$ cat src/rtl/demux_pkg.sv
// demux_pkg: shared definitions for the 1-to-N streaming demultiplexer.
//   MODE_ADDR / MODE_RR : encodings of the i_mode input.
//   rr_next()           : round-robin pointer increment with wrap at ch_n.
package demux_pkg;

   localparam logic MODE_ADDR = 1'b0;
   localparam logic MODE_RR   = 1'b1;

   // Next round-robin destination; ch_n-1 wraps back to channel 0.
   function automatic int rr_next(input int ptr, input int ch_n);
      return (ptr + 1 >= ch_n) ? 0 : ptr + 1;
   endfunction

endpackage

$ cat src/rtl/demux_slot.sv
// demux_slot: one-entry output register for a single demux channel.
//   i_clk    rising-edge clock
//   i_rst_n  asynchronous active-low reset (clears valid and data)
//   i_load   write i_data into the slot this edge
//   i_data   payload to load
//   i_ready  consumer ready; drains the slot when no load happens
//   o_valid  slot holds a beat
//   o_data   slot payload (retained after draining)
module demux_slot #(
   parameter int DATA_W = 8
) (
   input  logic              i_clk,
   input  logic              i_rst_n,
   input  logic              i_load,
   input  logic [DATA_W-1:0] i_data,
   input  logic              i_ready,
   output logic              o_valid,
   output logic [DATA_W-1:0] o_data
);

   logic              valid_reg;
   logic [DATA_W-1:0] data_reg;

   // A load wins over a drain, so a simultaneous load+drain keeps valid high
   // with the new payload.
   always_ff @(posedge i_clk or negedge i_rst_n) begin
      if (!i_rst_n) begin
         valid_reg <= 1'b0;
         data_reg  <= '0;
      end else if (i_load) begin
         valid_reg <= 1'b1;
         data_reg  <= i_data;
      end else if (i_ready) begin
         valid_reg <= 1'b0;
      end
   end

   assign o_valid = valid_reg;
   assign o_data  = data_reg;

endmodule

$ cat src/rtl/demux1ton_stream.sv
// demux1ton_stream: 1-to-CH_N streaming demultiplexer with per-channel
// one-entry output registers, addressed or round-robin routing and
// invalid-select error reporting.
//   i_clk     rising-edge clock
//   i_rst_n   asynchronous active-low reset
//   i_data    input payload
//   i_valid   input beat present
//   o_ready   input beat accepted when i_valid=1 (combinational)
//   i_sel     destination in addressed mode
//   i_mode    0 = addressed, 1 = round-robin
//   o_data    flattened channel payloads, channel k at [k*DATA_W +: DATA_W]
//   o_valid   per-channel beat present
//   i_ready   per-channel consumer ready
//   o_rr_ptr  current round-robin destination
//   o_err     one-cycle pulse after an addressed beat with i_sel >= CH_N was dropped
module demux1ton_stream
   import demux_pkg::*;
#(
   parameter  int DATA_W = 8,
   parameter  int CH_N   = 4,
   localparam int SEL_W  = $clog2(CH_N)
) (
   input  logic                   i_clk,
   input  logic                   i_rst_n,
   input  logic [DATA_W-1:0]      i_data,
   input  logic                   i_valid,
   output logic                   o_ready,
   input  logic [SEL_W-1:0]       i_sel,
   input  logic                   i_mode,
   output logic [CH_N*DATA_W-1:0] o_data,
   output logic [CH_N-1:0]        o_valid,
   input  logic [CH_N-1:0]        i_ready,
   output logic [SEL_W-1:0]       o_rr_ptr,
   output logic                   o_err
);

   logic [SEL_W-1:0] dest;
   logic [SEL_W-1:0] rr_ptr_reg;
   logic [SEL_W-1:0] rr_ptr_next;
   logic             dest_ok;
   logic             ready_sel;
   logic             accept;
   logic             err_reg;
   logic [CH_N-1:0]  load;
   logic [CH_N-1:0]  slot_valid;

   // The round-robin pointer is always in range, so only an addressed
   // select can name a channel that does not exist.
   always_comb begin
      dest    = (i_mode == MODE_RR) ? rr_ptr_reg : i_sel;
      dest_ok = (i_mode == MODE_RR) || (int'(i_sel) < CH_N);
   end

   // Space in the selected slot: empty, or being drained this edge.
   always_comb begin
      ready_sel = 1'b0;
      for (int k = 0; k < CH_N; k++) begin
         if (int'(dest) == k) begin
            ready_sel = !slot_valid[k] | i_ready[k];
         end
      end
   end

   // Invalid-select beats are swallowed so the producer never stalls on them.
   assign o_ready = !dest_ok | ready_sel;
   assign accept  = i_valid & o_ready;

   generate
      for (genvar gi = 0; gi < CH_N; gi++) begin : g_slot
         assign load[gi] = accept & dest_ok & (int'(dest) == gi);

         demux_slot #(
            .DATA_W (DATA_W)
         ) u_slot (
            .i_clk   (i_clk),
            .i_rst_n (i_rst_n),
            .i_load  (load[gi]),
            .i_data  (i_data),
            .i_ready (i_ready[gi]),
            .o_valid (slot_valid[gi]),
            .o_data  (o_data[gi*DATA_W +: DATA_W])
         );
      end
   endgenerate

   always_comb begin
      rr_ptr_next = rr_ptr_reg;
      if (accept && (i_mode == MODE_RR)) begin
         rr_ptr_next = SEL_W'(rr_next(int'(rr_ptr_reg), CH_N));
      end
   end

   always_ff @(posedge i_clk or negedge i_rst_n) begin
      if (!i_rst_n) begin
         rr_ptr_reg <= '0;
         err_reg    <= 1'b0;
      end else begin
         rr_ptr_reg <= rr_ptr_next;
         err_reg    <= accept & !dest_ok;
      end
   end

   assign o_valid  = slot_valid;
   assign o_rr_ptr = rr_ptr_reg;
   assign o_err    = err_reg;

endmodule

$ cat config.mk
export PLATFORM = sky130hd
export DESIGN_NAME = demux1ton_stream
export DESIGN_NICKNAME = d
export VERILOG_FILES = /design/src/rtl/demux_pkg.sv /design/src/rtl/demux_slot.sv /design/src/rtl/demux1ton_stream.sv
export SDC_FILE = /design/constraint.sdc
export NUM_CORES = 1
export LEC_CHECK = 0
export ABC_CLOCK_PERIOD_IN_PS = 1940
export CORE_ASPECT_RATIO = 1.2
export CORE_UTILIZATION = 30
export CTS_CLUSTER_DIAMETER = 200
export DETAILED_ROUTE_END_ITERATION = 12
export GPL_ROUTABILITY_DRIVEN = 0
export SETUP_SLACK_MARGIN = 0.4
export SLEW_MARGIN = 20
export SYNTH_ARGS = -nofsm -noshare
export SYNTH_HDL_FRONTEND = slang
export SYNTH_SLANG_ARGS = --single-unit
$ cat constraint.sdc
create_clock -name i_clk -period 1.94 [get_ports i_clk]
set_clock_uncertainty 0.2 [all_clocks]
set_input_delay 0.291 -clock i_clk [delete_from_list [all_inputs] [get_ports i_clk]]
set_output_delay 0.291 -clock i_clk [all_outputs]
set_load 0.01 [all_outputs]
==> run summary <==
status - finished, violations left
failing checks - DRC, setup timing
Yosys top cell area share - 56.3%
worst setup margin - -260 ps
root buffer cell - clkbuf_8
RSZ-0062 raised after global routing - yes
num rows - 29
Syn. warnings - 0
final antenna-violating net count - 0
first-pass GRT wire length - 6730 um
layout cell share with drive strength beyond 1 - 45.5%
Routed Wire Length - 4240 um
top cells by area, synth - dfrtp_1 56%, mux2_2 15%, mux2_4 7.1%, buf_4 3.6%, mux2_1 2.7%
Die Ht - 84.2 um
Critical Path End Type - flip-flop
Final nets - 207
Sw Share - 31.4%
H-tree depth - 2
CTS Sinks - 38
Via-to-Cell Ratio - 4.69
first-pass iteration count of the detailed router - 8
Post-Route Setup TNS - -8170 ps
clock network fraction of total power - 14.5%
CTS Buf Count - 5
clk buf depth - 2
Area Growth Syn to Fin - 57.7%
Setup crit end - g_slot[0].u_slot.o_data[3]$_DFFE_PN0P_
top-count cell post-synth - dfrtp_1
Final period util - 113%
antenna diode count - 0
Startpoint Class - flip-flop
Top Ports - 58
Mapped Area - 1690 um2
Final Slew Violations - 0
Seq pwr share - 36.9%
Crit. Startpoint - o_rr_ptr[0]$_DFFE_PN0P_
Starting Density - 31.4%
DR iter-0 viols - 64
Data required, critical path - 1900 ps
Post-route DRC - 11
DIE AREA - 5930 um2
R2R Path Start - o_rr_ptr[0]$_DFFE_PN0P_
Internal - 0.00264 W
initial antenna violation count - 0
CP Cell Sequence - or3b_4 -> a21oi_4 -> a2111oi_4 -> buf_4 -> and2_4 -> buf_12 -> mux2_4
Yosys reg bits - 38
Max-Cap Viols - 0
clock slew at reported path FFs - 80 ps
commonest cells in the netlist - 38 x dfrtp_1, 22 x mux2_2, 8 x buf_4, 8 x mux2_4, 4 x mux2_1
total gr overflow - 0
WP data arrival - 2160 ps
die width - 70.5 um
worst skew pair latency - 290 ps
port bufs - 56
Post-Syn Area per Cell - 14.9 um2
final core occ - 49.6%
Critical R2R Capture - g_slot[0].u_slot.o_data[3]$_DFFE_PN0P_
R2R setup slack - -260 ps
post-synth cell types - 25
Worst Hold Class - input port to async pin
Critical Path Max Stage Delay - 440 ps
Most used DFF post-synth - dfrtp_1
final setup fails - 39
Max Freq - 454 MHz
Final min period - 2200 ps
routed vias - 1178
vias in the first global route - 1294
core box area - 5370 um2
Mapped Cells - 113
Comb power frac - 48.6%
async set or reset register ratio after synthesis - 100%
Yosys top cell by area - dfrtp_1
largest net degree at the start of global routing - 16
Post-synth EDFFs - 0
hpwl dp - 2950 um
reg2reg path depth - 7
CTS tree - built
Fin. Hold Viols - 0
all-layer global routing usage - 15.0%
P_sw - 0.00121 W
sequential area share after synthesis - 56.3%
PD cells - 1440 nW/um2
drt wl/cell - 16.9 um
critical path's top delay family - simple AND/OR/NAND/NOR gates
worst vdd ir - 0.000670 V
Max stage delay cell, worst path - dfrtp_2
critical path buffer and inverter count - 2
LEAKAGE - 1.25 nW
peak fanout along the critical path - 8
net count after synthesis - 132
worst setup path category - flip-flop to flip-flop
Worst path depth - 7
## power by group through the flow
| stage | clock network [W] | registers (W) | logic (W) |
|---|---|---|---|
| after floorplan | 0 | 0.00158 | 0.000751 |
| after global placement | 0 | 0.00143 | 0.00193 |
| after detailed placement | 0 | 0.00145 | 0.00196 |
| after CTS | 0.000577 | 0.00143 | 0.00185 |
| after global routing | 0.000618 | 0.00147 | 0.00199 |
| final | 0.000557 | 0.00142 | 0.00187 |
## area by class of cell
cell class,instances,area [um2]
Tap cell,62,77.6
Multi-Input combinational cell,66,802
Fill cell,491,2710
Sequential cell,38,953
Clock buffer,6,82.6
Clock inverter,2,12.5
Timing Repair Buffer,77,734
## registers in the layout, indices dropped and copies added, names as in the netlist
register and flops:
g_slot.u_slot.o_valid 4, g_slot.u_slot.o_data 32, o_rr_ptr 2
## worst min-delay path by stage
stage	slack (ps)	depth (start not counted)	endpoint
after floorplan	-200	0	g_slot[0].u_slot.o_data[0]$_DFFE_PN0P_
after global placement	0.3	1	g_slot[0].u_slot.o_data[3]$_DFFE_PN0P_
after detailed placement	6	1	g_slot[0].u_slot.o_data[3]$_DFFE_PN0P_
after CTS	230	2	g_slot[3].u_slot.o_data[2]$_DFFE_PN0P_
after global routing	250	2	g_slot[0].u_slot.o_data[5]$_DFFE_PN0P_
final	230	2	g_slot[1].u_slot.o_data[2]$_DFFE_PN0P_
## routing by layer
layer	share of wire (%)	vias up	GRT usage (%)
li1	-	537	-
met1	43	588	18.6
met2	51	49	25.4
met3	5.5	4	3.72
met4	0.66	0	4.82
met5	0	-	0
## logic make-up (layout without fill, tap and decap cells)
family,count (synthesis),in the layout,share of synthesized area [%]
fa+ha+maj,1,1,0.741
buf+inv,9,85,4.23
flops,38,38,56.3
mux,34,34,24.5
compound gates,11,11,6.82
simple gates,19,19,7.19
other cells,1,1,0.222
## cells in the final DEF (no fill, tap or decap), types with 2 or more instances in the layout
| cell | n |
|---|---|
| dlygate4sd2_1 | 37 |
| nand3b_1 | 2 |
| buf_12 | 4 |
| dfrtp_2 | 2 |
| a21oi_4 | 2 |
| nand2b_1 | 3 |
| buf_4 | 13 |
| nor2_1 | 2 |
| or3b_4 | 2 |
| buf_2 | 3 |
| a21bo_2 | 3 |
| clkdlybuf4s50_1 | 12 |
| clkbuf_8 | 6 |
| mux2_4 | 33 |
| and3_4 | 2 |
| dfrtp_1 | 36 |
| buf_6 | 4 |
| a21boi_0 | 3 |
| and2_4 | 3 |
## per-stage QoR
| stage | cell area [um2] | total power [W] | std cells | hold slack [ps] | worst slack (ps) |
|---|---|---|---|---|---|
| 5_1_grt | 2660 | 0.00407 | 251 | 253 | -287 |
| 3_3_place_gp | 2480 | 0.00336 | 237 | 0.255 | -674 |
| 3_5_place_dp | 2480 | 0.00341 | 237 | 6.07 | -728 |
| 4_1_cts | 2640 | 0.00385 | 250 | 233 | -235 |
| 2_1_floorplan | 1770 | 0.00233 | 113 | -205 | -198 |
| 6_report | 2660 | 0.00385 | 251 | 228 | -260 |
## timing repair
action                     in CTS  in global routing
hold buffers                    1                  0
setup endpoints to repair      77                 42
gates cloned                    1                  0
hold endpoints to repair       13                  0
setup buffers                   3                  1
pin swaps                      10                  3
gates resized for setup        72                  8
Power figures use the tool's default switching activity.
